**src/rtl/wb_sequencer.sv**
```systemverilog
// Register-file write sequencer: merges single-cycle ALU results with valid/ready
// multiply/divide results through a 2-entry in-order FIFO onto one registered write port.
module wb_sequencer (
  input  logic        clk,
  input  logic        rst,
  input  logic        halt_sys,
  input  logic        alu_valid,
  input  logic [3:0]  alu_dest,
  input  logic [15:0] alu_result,
  output logic        alu_stall,
  input  logic        md_valid,
  output logic        md_ready,
  input  logic [3:0]  md_dest,
  input  logic [31:0] md_result,
  output logic        write_en,
  output logic        R0_en,
  output logic [3:0]  write_address,
  output logic [31:0] write_data,
  output logic [1:0]  buf_count
);

  typedef enum logic [1:0] {StEmpty = 2'd0, StOne = 2'd1, StFull = 2'd2} state_e;

  typedef struct packed {
    logic [3:0]  dest;
    logic [31:0] data;
  } entry_t;

  state_e state_q, state_d;
  entry_t head_q, head_d, tail_q, tail_d;
  entry_t md_entry;

  logic        we_q, r0_q;
  logic [3:0]  waddr_q;
  logic [31:0] wdata_q;

  logic        issue, iss_r0, deq, enq, bypass, md_xfer;
  logic [3:0]  iss_addr;
  logic [31:0] iss_data;

  assign md_ready  = !rst && !halt_sys && (state_q != StFull);
  assign alu_stall = alu_valid && (rst || halt_sys || (state_q == StFull));
  assign md_xfer   = md_valid && md_ready;
  assign md_entry  = '{dest: md_dest, data: md_result};
  assign buf_count = state_q;

  always_comb begin
    state_d  = state_q;
    head_d   = head_q;
    tail_d   = tail_q;
    issue    = 1'b0;
    iss_r0   = 1'b0;
    iss_addr = waddr_q;
    iss_data = wdata_q;
    deq      = 1'b0;
    bypass   = 1'b0;
    enq      = 1'b0;

    if (!halt_sys) begin
      if (state_q == StFull) begin
        issue = 1'b1;
        deq   = 1'b1;
      end else if (alu_valid) begin
        issue    = 1'b1;
        iss_addr = alu_dest;
        iss_data = {16'h0000, alu_result};
      end else if (state_q == StOne) begin
        issue = 1'b1;
        deq   = 1'b1;
      end else if (md_xfer) begin
        issue  = 1'b1;
        bypass = 1'b1;
      end
      enq = md_xfer && !bypass;
    end

    if (deq) begin
      iss_addr = head_q.dest;
      iss_data = head_q.data;
      iss_r0   = (head_q.dest != 4'd0);
      head_d   = tail_q;
    end else if (bypass) begin
      iss_addr = md_dest;
      iss_data = md_result;
      iss_r0   = (md_dest != 4'd0);
    end

    // New entry lands behind whatever remains after this cycle's dequeue.
    if (enq) begin
      if (state_q == StOne && !deq) tail_d = md_entry;
      else                          head_d = md_entry;
    end

    unique case (state_q)
      StEmpty: if (enq) state_d = StOne;
      StOne: begin
        if (enq && !deq)      state_d = StFull;
        else if (deq && !enq) state_d = StEmpty;
      end
      StFull:  if (deq) state_d = StOne;
      default: state_d = StEmpty;
    endcase
  end

  always_ff @(posedge clk) begin
    if (rst) begin
      state_q <= StEmpty;
      head_q  <= '0;
      tail_q  <= '0;
      we_q    <= 1'b0;
      r0_q    <= 1'b0;
      waddr_q <= '0;
      wdata_q <= '0;
    end else begin
      state_q <= state_d;
      head_q  <= head_d;
      tail_q  <= tail_d;
      we_q    <= issue;
      r0_q    <= issue && iss_r0;
      if (issue) begin
        waddr_q <= iss_addr;
        wdata_q <= iss_data;
      end
    end
  end

  assign write_en      = we_q;
  assign R0_en         = r0_q;
  assign write_address = waddr_q;
  assign write_data    = wdata_q;

endmodule

```
**config.mk**
```make
export PLATFORM = sky130hd
export DESIGN_NAME = wb_sequencer
export DESIGN_NICKNAME = d
export VERILOG_FILES = /design/src/rtl/wb_sequencer.sv
export SDC_FILE = /design/constraint.sdc
export NUM_CORES = 1
export LEC_CHECK = 0
export ABC_AREA = 1
export CAP_MARGIN = 20
export CORE_UTILIZATION = 30
export DETAILED_ROUTE_END_ITERATION = 12
export PLACE_DENSITY = 0.55
export SLEW_MARGIN = 20
export SYNTH_ARGS = -nofsm -noshare
export SYNTH_HDL_FRONTEND = slang
export SYNTH_SLANG_ARGS = --single-unit
```
**constraint.sdc**
```tcl
create_clock -name clk -period 1.5 [get_ports clk]
set_input_delay 0.3 -clock clk [delete_from_list [all_inputs] [get_ports clk]]
set_output_delay 0.3 -clock clk [all_outputs]
set_load 0.02 [all_outputs]
```
---- Word level (Yosys, flattened, before mapping) ----
Index checks and enable logic that the tools add are counted.
storage, ports and cells
  output and inout port bits .............. 42
  register bits ........................... 112
operators by class
  reduce and logical (&&, ||, !) cells .... 23
  multiplexer cells ....................... 35
  equal/unequal tests ..................... 8
operators with widths
  operator            number
  $mux 32             5
  $mux 36             3
  $mux 4              5
  $mux 1              17
  $logic_and 1x1->1   9
  $mux 2              4
  $reduce_bool 4->1   2
  $ne 2x2->1 const B  3
  $ne 3x1->1 const B  2
  $pmux 2 s3          1
  $logic_not 1->1     5
  $reduce_and 4->1    1
  $ne 3x3->1 const B  1
  $reduce_and 3->1    1
  $reduce_bool 3->1   1
  $eq 2x1->1 const B  1
  $eq 2x2->1 const B  1
  $logic_not 2->1     1
  $logic_or 1x1->1    2
  $reduce_and 2->1    1

---- Depth between registers and ports, before layout ----
Gate-level depths: netlist of run 1.
  depth in word-level cells ............... 17
  gate-level depth with buffers ........... 12
  mapped depth without buffers ............ 10

---- Worst setup path after synthesis of run 1 ----
Ideal clock, no wire load.
  path kind ............................... register to register
  start ................................... register state_q[0], in the netlist buf_count[0]
  end ..................................... register tail_q[10] in the netlist's numbering
  data arrival time ....................... 1442 ps
  slack ................................... -62 ps
  data required time ...................... 1381 ps
  cell stages (with the launch flop) ...... 10
  buffers on the path ..................... 2
  path through ............................ dfxtp_1 > inv_2 > nand2_4 > nand2_4 > nor2_8 > nand2_4 > nor2_4 > buf_6 > buf_2 > a21oi_1
between the ends
  word-level cells in the longest chain between the ends .. 12
RTL lines
  item                                 RTL line  RTL
  from (decl)                          29        state_e state_q, state_d;
  from (signal assigned)               107       state_q <= StEmpty;
  from (signal assigned)               115       state_q <= state_d;
  $ne 2x2->1                           41        assign md_ready = !rst && !halt_sys && (state_q != StFull);
  $logic_and 1x1->1                    41
  $logic_and 1x1->1                    43        assign md_xfer = md_valid && md_ready;
  $mux 1                               70        end else if (md_xfer) begin
  $mux 1                               67        end else if (state_q == StOne) begin
  $mux 1                               63        end else if (alu_valid) begin
  $mux 1                               60        if (state_q == StFull) begin
  $mux 1                               59        if (!halt_sys) begin
  $logic_not 1->1                      74        enq = md_xfer && !bypass;
  $logic_and 1x1->1                    74
  $mux 1                               59
  $reduce_and 2->1 (no source line) *  --
  to (signal assigned)                 117       tail_q <= tail_d;
  to (decl)                            30        entry_t head_q, head_d, tail_q, tail_d;
Mark *: on every way between the ends. The rest lies on a longest branch, timed or not. The select of a mux whose other input is x is not followed.
A chain may end at the register's enable or synchronous reset.

---- Worst setup path in the final report of run 1 ----
  start ................................... register state_q[0], in the netlist buf_count[0]
  end ..................................... register head_q[26] in the netlist's numbering
between the ends
  word-level cells in the longest chain between the ends .. 12
RTL lines
  item                  RTL line  RTL
  $ne 2x2->1            41
  $logic_and 1x1->1     41
  $logic_and 1x1->1     43
  $mux 1                70
  $mux 1                67
  $mux 1                63
  $mux 1                60
  $mux 1                59
  $logic_not 1->1       74
  $logic_and 1x1->1     74
  $mux 1                59
  $mux 36 *             89        if (enq) begin
  to (signal assigned)  108       head_q <= '0;
  to (signal assigned)  116       head_q <= head_d;
  to (decl)             30
Marked as above.

==> results of run 1 <==
==> timing repair <==
action | in CTS | in global routing
buffers inserted | 32 | 4
hold buffers | 0 | 0
pin swaps | 75 | 45
resized for setup | 191 | 130
cloned | 14 | 10
endpoints found under the setup margin | 152 | 113
==> per-layer routing <==
metal,wire (microns),vias to the layer above
li1,-,2764
met1,8320,2586
met2,8730,111
met3,774,14
met4,253,0
met5,0,-
==> layout by cell type (no fill, tap or decap), types with 3 or more instances in the layout <==
| cell type | instances |
|---|---|
| a21oi_1 | 25 |
| a21oi_2 | 16 |
| a31oi_1 | 16 |
| buf_12 | 28 |
| buf_16 | 6 |
| buf_4 | 29 |
| buf_6 | 19 |
| clkbuf_16 | 17 |
| clkbuf_8 | 3 |
| clkdlybuf4s50_1 | 57 |
| dfxtp_1 | 110 |
| dlygate4sd2_1 | 41 |
| inv_1 | 64 |
| inv_2 | 4 |
| inv_4 | 3 |
| nand2_1 | 204 |
| nand2_2 | 28 |
| nand2_4 | 12 |
| nand2_8 | 3 |
| nand3_1 | 24 |
| nand3_2 | 38 |
| nand3_4 | 3 |
| nor2_1 | 74 |
| nor2_2 | 19 |
| nor2_4 | 19 |
| o21ai_0 | 17 |
| o21ai_1 | 24 |
| o21ai_2 | 16 |
==> per-stage QoR <==
| step | worst slack, ns | area (sq um) | std cells | utilization [%] | setup TNS (ns) |
|---|---|---|---|---|---|
| 3_5_place_dp | -0.538 | 6710 | 1094 | 39.9 | -57.18 |
| 3_3_place_gp | -0.528 | 6710 | 1094 | 39.9 | -55.51 |
| 4_1_cts | -0.0915 | 8100 | 1155 | 48.2 | -3.23 |
| 5_1_grt | -0.219 | 8540 | 1158 | 50.8 | -16.41 |
| 2_1_floorplan | 0.0523 | 5230 | 778 | - | 0 |
| 6_report | -0.135 | 8540 | 1158 | 50.8 | -6.24 |
==> where the power goes <==
part	leakage (uW)	switching [uW]	internal, uW
logic	0.00300	645	579
registers	0.000911	59.2	3070
clock network	0.000139	1120	1270
==> area by class of cell <==
cell class                      instances  area share [%]
Tap cell                              220            3.22
Timing Repair Buffer                  192            27.4
Multi-Input combinational cell        544            36.0
Sequential cell                       112            26.3
Clock inverter                          2           0.147
Clock buffer                           14            3.21
Inverter                               74            3.72
==> registers in the layout, indices dropped and copies added, names as in the netlist <==
signal and flops:
R0_en 1, buf_count 2, head_q 36, tail_q 36, write_address 4, write_data 32
write_en 1
==> final timing paths <==
check                                     from              to  slack, ns  depth (start not counted)
worst min register to register  write_data[28]  write_data[28]       0.48                          2
worst max register to register    buf_count[0]      head_q[26]      -0.14                         11
worst min-delay path            write_data[28]  write_data[28]       0.48                          2
worst max-delay path              buf_count[0]      head_q[26]      -0.14                         11
==> cells by family after synthesis <==
logic type	share of synthesized area [%]
AND/OR/NAND/NOR	33.7
buffers and inverters	11.6
AO/OA/AOI/OAI	11.8
flip-flops	42.9
==> tightest hold or removal path, delay by kind of cell (launching register included) <==
kind             cells  cell delay, ns
AO/OA/AOI/OAI        1            0.06
flip-flops           1            0.31
AND/OR/NAND/NOR      1            0.06
==> flow_summary.toml, run 1 <==
[final_layout]
multi_input_area_sq_mm = 0.00307
fill_cells = 1655
diodes = 0
finalNetCount = 994
seq_area_sq_mm = 0.00225
area_growth_pct = 63.4
drive_gt1_share_pct = 29.2

[die]
die_h_microns = 134
rows = 47
initial_utilization_pct = 31.1
num_io_pins = 103
fp.dieW_microns = 134
die_area_sq_mm = 0.0180
core-area_sq_mm = 0.0168

[global_routing]
groute.layer.met3.usage_pct = 3.14
grt-busiest-layer = "met2"
track_usage_pct = 19.3
grt_pass1_vias = 5029
grt_use_met2_pct = 31.6
overflow = 0
grt_max_degree = 36
antenna_found_initial = 0
grt_first_pass_wirelength_microns = 27000
met1_usage_pct = 25.9

[run_status]
violations = "setup timing"
outcome = "complete, but fails checks"

[setup_path]
crit_path_start_kind = "register"
cp_max_fo = 8
cp_slowest_cell = "dfxtp_2"
cp_cell_sequence = "inv_2, nand2_4, nand2_4, buf_6, nor2_8, buf_6, nand3_4, buf_6, buf_16, nor2_4, nor2_1"
cp-end-kind = "register"
cp_top_family = "buffers and inverters"
critical_path.max_stage_delay_ns = 0.34
cp_common_cell = "buf_6"
cp.required_ns = 1.76
worstSetupPathType = "register to register"
crit_buf_inv = 5
critPathArrivalTime_ns = 1.89

[sta]
max_freq_ghz = 0.611
worst_hold_slack_ns = 0.477
skew_ns = 0.00655
fin_crit_ns = 1.64
fin_ws_ns = -0.135
slew_headroom_pct = 80.8
period_share_pct = 109
maxSlewViolCount = 0
setup_violations = 104
final_hold_viol_count = 0
worst_pin_slew_ns = 0.285
rsz0062_at_grt = "true"

[synthesis]
synth_top_cell_area_share_pct = 42.9
syn_area_sq_mm = 0.00523
syn_area_per_cell_sq_um = 6.72
synth_edf_count = 0
ys_seq_area_share_pct = 42.9
synth.distinct_cells = 25
synth_flop_cell = "dfxtp_1"
syn-num-nets = 839
yosys-top-cells-area = "dfxtp_1, nand2_1, nor2_1"
ys_top_cells_by_count = "nand2_1, dfxtp_1, nor2_1"
synth_most_common_cell = "nand2_1"
ys_warn_count = 0
synth_seq_cells = 112
syn_inst = 778
async_reset_ff_share_pct = 0
yosys.area.top_type = "dfxtp_1"

[route]
vias = 5475
drt_first_pass_iters = 4
ant_nets = 0
drt-initial-drc-count = 368
drt_wl_total_microns = 18100
via_per_inst = 4.73
drc = 0
wl_per_cell_microns = 15.6

[min_path]
hp-class = "register to register"

[clock_network]
cts_buffers = 9
cts.clk_slew.worst_paths_ns = 0.07
ctsRootBufferMaster = "clkbuf_16"
cts_sinks = 112
cts_tree = "built"
cts_buffer_depth = 2
htreeDepth = 3
clock_latency_ns = 0.36

[power_and_ir_drop]
power_leakage_uw = 0.00405
vdd_drop_max_mv = 0.581
power_uw = 6740
p_per_area_mw_per_mm2 = 790

[placement]
place_congestion = 0.806
dpl.hpwl_microns = 9870
numPortBuffers = 102

[job]
cap_violations = 0
No activity file was read; power rests on OpenSTA's default activity.
==> run 2, diff against run 1 <==
Settings changed: ABC_CLOCK_PERIOD_IN_PS set to 1500, DONT_BUFFER_PORTS set to 1, PLACE_DENSITY 0.55 to 0.48, SKIP_CTS_REPAIR_TIMING set to 1.
==> flow_summary.toml, run 2 (synthesis gave the netlist of run 1 again) <==
[route]
via_per_inst = 4.79
wl_per_cell_microns = 16.6
drc = 0
drt_first_pass_iters = 5
drt_wl_total_microns = 17100
ant_nets = 0
drt-initial-drc-count = 393
vias = 4933

[final_layout]
fill_cells = 1803
drive_gt1_share_pct = 17.5
diodes = 0
finalNetCount = 867
mostFrequentLayoutCells = "nand2_1, dfxtp_1, nor2_1, inv_1, nand3_1"
area_growth_pct = 27.2
seq_area_sq_mm = 0.00225
utilization_pct = 39.5
layout.cells.most_common = "nand2_1"
multi_input_area_sq_mm = 0.00257

[clock_network]
clock_latency_ns = 0.35
htreeDepth = 3
ctsRootBufferMaster = "clkbuf_16"
cts_sinks = 112
cts_buffers = 9
cts_buffer_depth = 2
cts_tree = "built"
cts.clk_slew.worst_paths_ns = 0.07

[sta]
maxSlewViolCount = 0
setup_violations = 60
fin_ws_ns = -0.0508
max_freq_ghz = 0.645
final_hold_viol_count = 0
rsz0062_at_grt = "true"
worst_pin_slew_ns = 0.549
skew_ns = 0.00652
slew_headroom_pct = 63.2
fin_crit_ns = 1.55
period_share_pct = 103

[setup_path]
cp_cell_sequence = "inv_4, nand2_4, nand2_4, nor2_8, buf_6, nand3_4, buf_6, clkbuf_16, nand3_2, nand2_1, nor2_1"
cp.required_ns = 1.79
cp-end-kind = "register"
crit_path_start_kind = "register"
critPathArrivalTime_ns = 1.84
cp_max_fo = 5
worstSetupPathType = "register to register"
cp_slowest_cell = "dfxtp_4"
critical_path.max_stage_delay_ns = 0.38

[die]
initial_utilization_pct = 31.1
rows = 47
die_area_sq_mm = 0.0180
fp.dieW_microns = 134
num_io_pins = 103
die_h_microns = 134
core-area_sq_mm = 0.0168

[power_and_ir_drop]
p_per_area_mw_per_mm2 = 952
vdd_drop_max_mv = 0.478
power_leakage_uw = 0.00313

[global_routing]
antenna_found_initial = 0
track_usage_pct = 16.4
overflow = 0
grt_pass1_vias = 4373
grt_max_degree = 51
grt_first_pass_wirelength_microns = 23400

[placement]
place_ws_ns = -0.0197
numPortBuffers = 0
dpl.hpwl_microns = 9310
place_congestion = 0.727

[run_status]
violations = "setup timing"
outcome = "complete, but fails checks"

[job]
cap_violations = 0

[min_path]
hp-class = "input pin to register"
run 2: cell count changes in the layout (fill, tap and decap cells not counted), sizes merged:
cell / previous run / this run
clkdlybuf4s50: 57 / 0
dlygate4sd2: 41 / 0
buf: 84 / 52
clkinv: 3 / 6
dlygate4sd3: 0 / 2
bufinv: 0 / 1
clkdlybuf4s15: 1 / 0
dlymetal6s2s: 1 / 0
nand2: 247 / 246
nand3: 65 / 64
run 2: stage by stage:
step / std cells / hold WS, ns / instance area (sq um) / TNS [ns] / power [uW]
4_1_cts: 994 / -0.00810 / 5810 / -1.08 / 6260
6_report: 1030 / 0.0162 / 6650 / -1.15 / 6330
3_5_place_dp: 979 / 0.370 / 5520 / -0.134 / 3830
2_1_floorplan: 778 / 0.435 / 5230 / 0 / 3670
5_1_grt: 1030 / 0.000873 / 6650 / -9.63 / 6630
3_3_place_gp: 979 / 0.371 / 5520 / -0.162 / 3840
run 2: path summary, 6_finish.rpt:
| check | startpoint | to | slack [ns] | cells after the start |
|---|---|---|---|---|
| min reg2reg | head_q[22] | write_data[22] | 0.48 | 2 |
| min | rst | write_data[17] | 0.02 | 1 |
| max | buf_count[0] | head_q[5] | -0.05 | 11 |
| max reg2reg | buf_count[0] | head_q[5] | -0.05 | 11 |
run 2: routing by layer:
| metal | vias to the layer above | track usage (%) | wire [microns] |
|---|---|---|---|
| li1 | 2508 | - | - |
| met3 | 11 | 5.22 | 1220 |
| met2 | 117 | 25.3 | 7800 |
| met1 | 2297 | 21.8 | 7900 |
| met5 | - | 0 | 0 |
| met4 | 0 | 4.67 | 161 |
run 2: critical path: cells and delay by family, from the launching register on:
family	cells	cell delay, ns
buf+inv	4	0.51
flops	1	0.38
simple gates	7	0.60
run 2: report_power, final:
group | leakage [uW] | total (uW) | internal, uW | switching, uW
Sequential | 0.000912 | 3220 | 3070 | 143
Clock | 0.000141 | 2410 | 1280 | 1130
Combinational | 0.00208 | 700 | 299 | 400
run 2: layout make-up:
class	instances	area share, %
Clock inverter	6	0.922
Timing Repair Buffer	67	14.2
Multi-Input combinational cell	542	38.7
Clock buffer	9	3.39
Sequential cell	112	33.8
Inverter	74	4.78
Tap cell	220	4.14
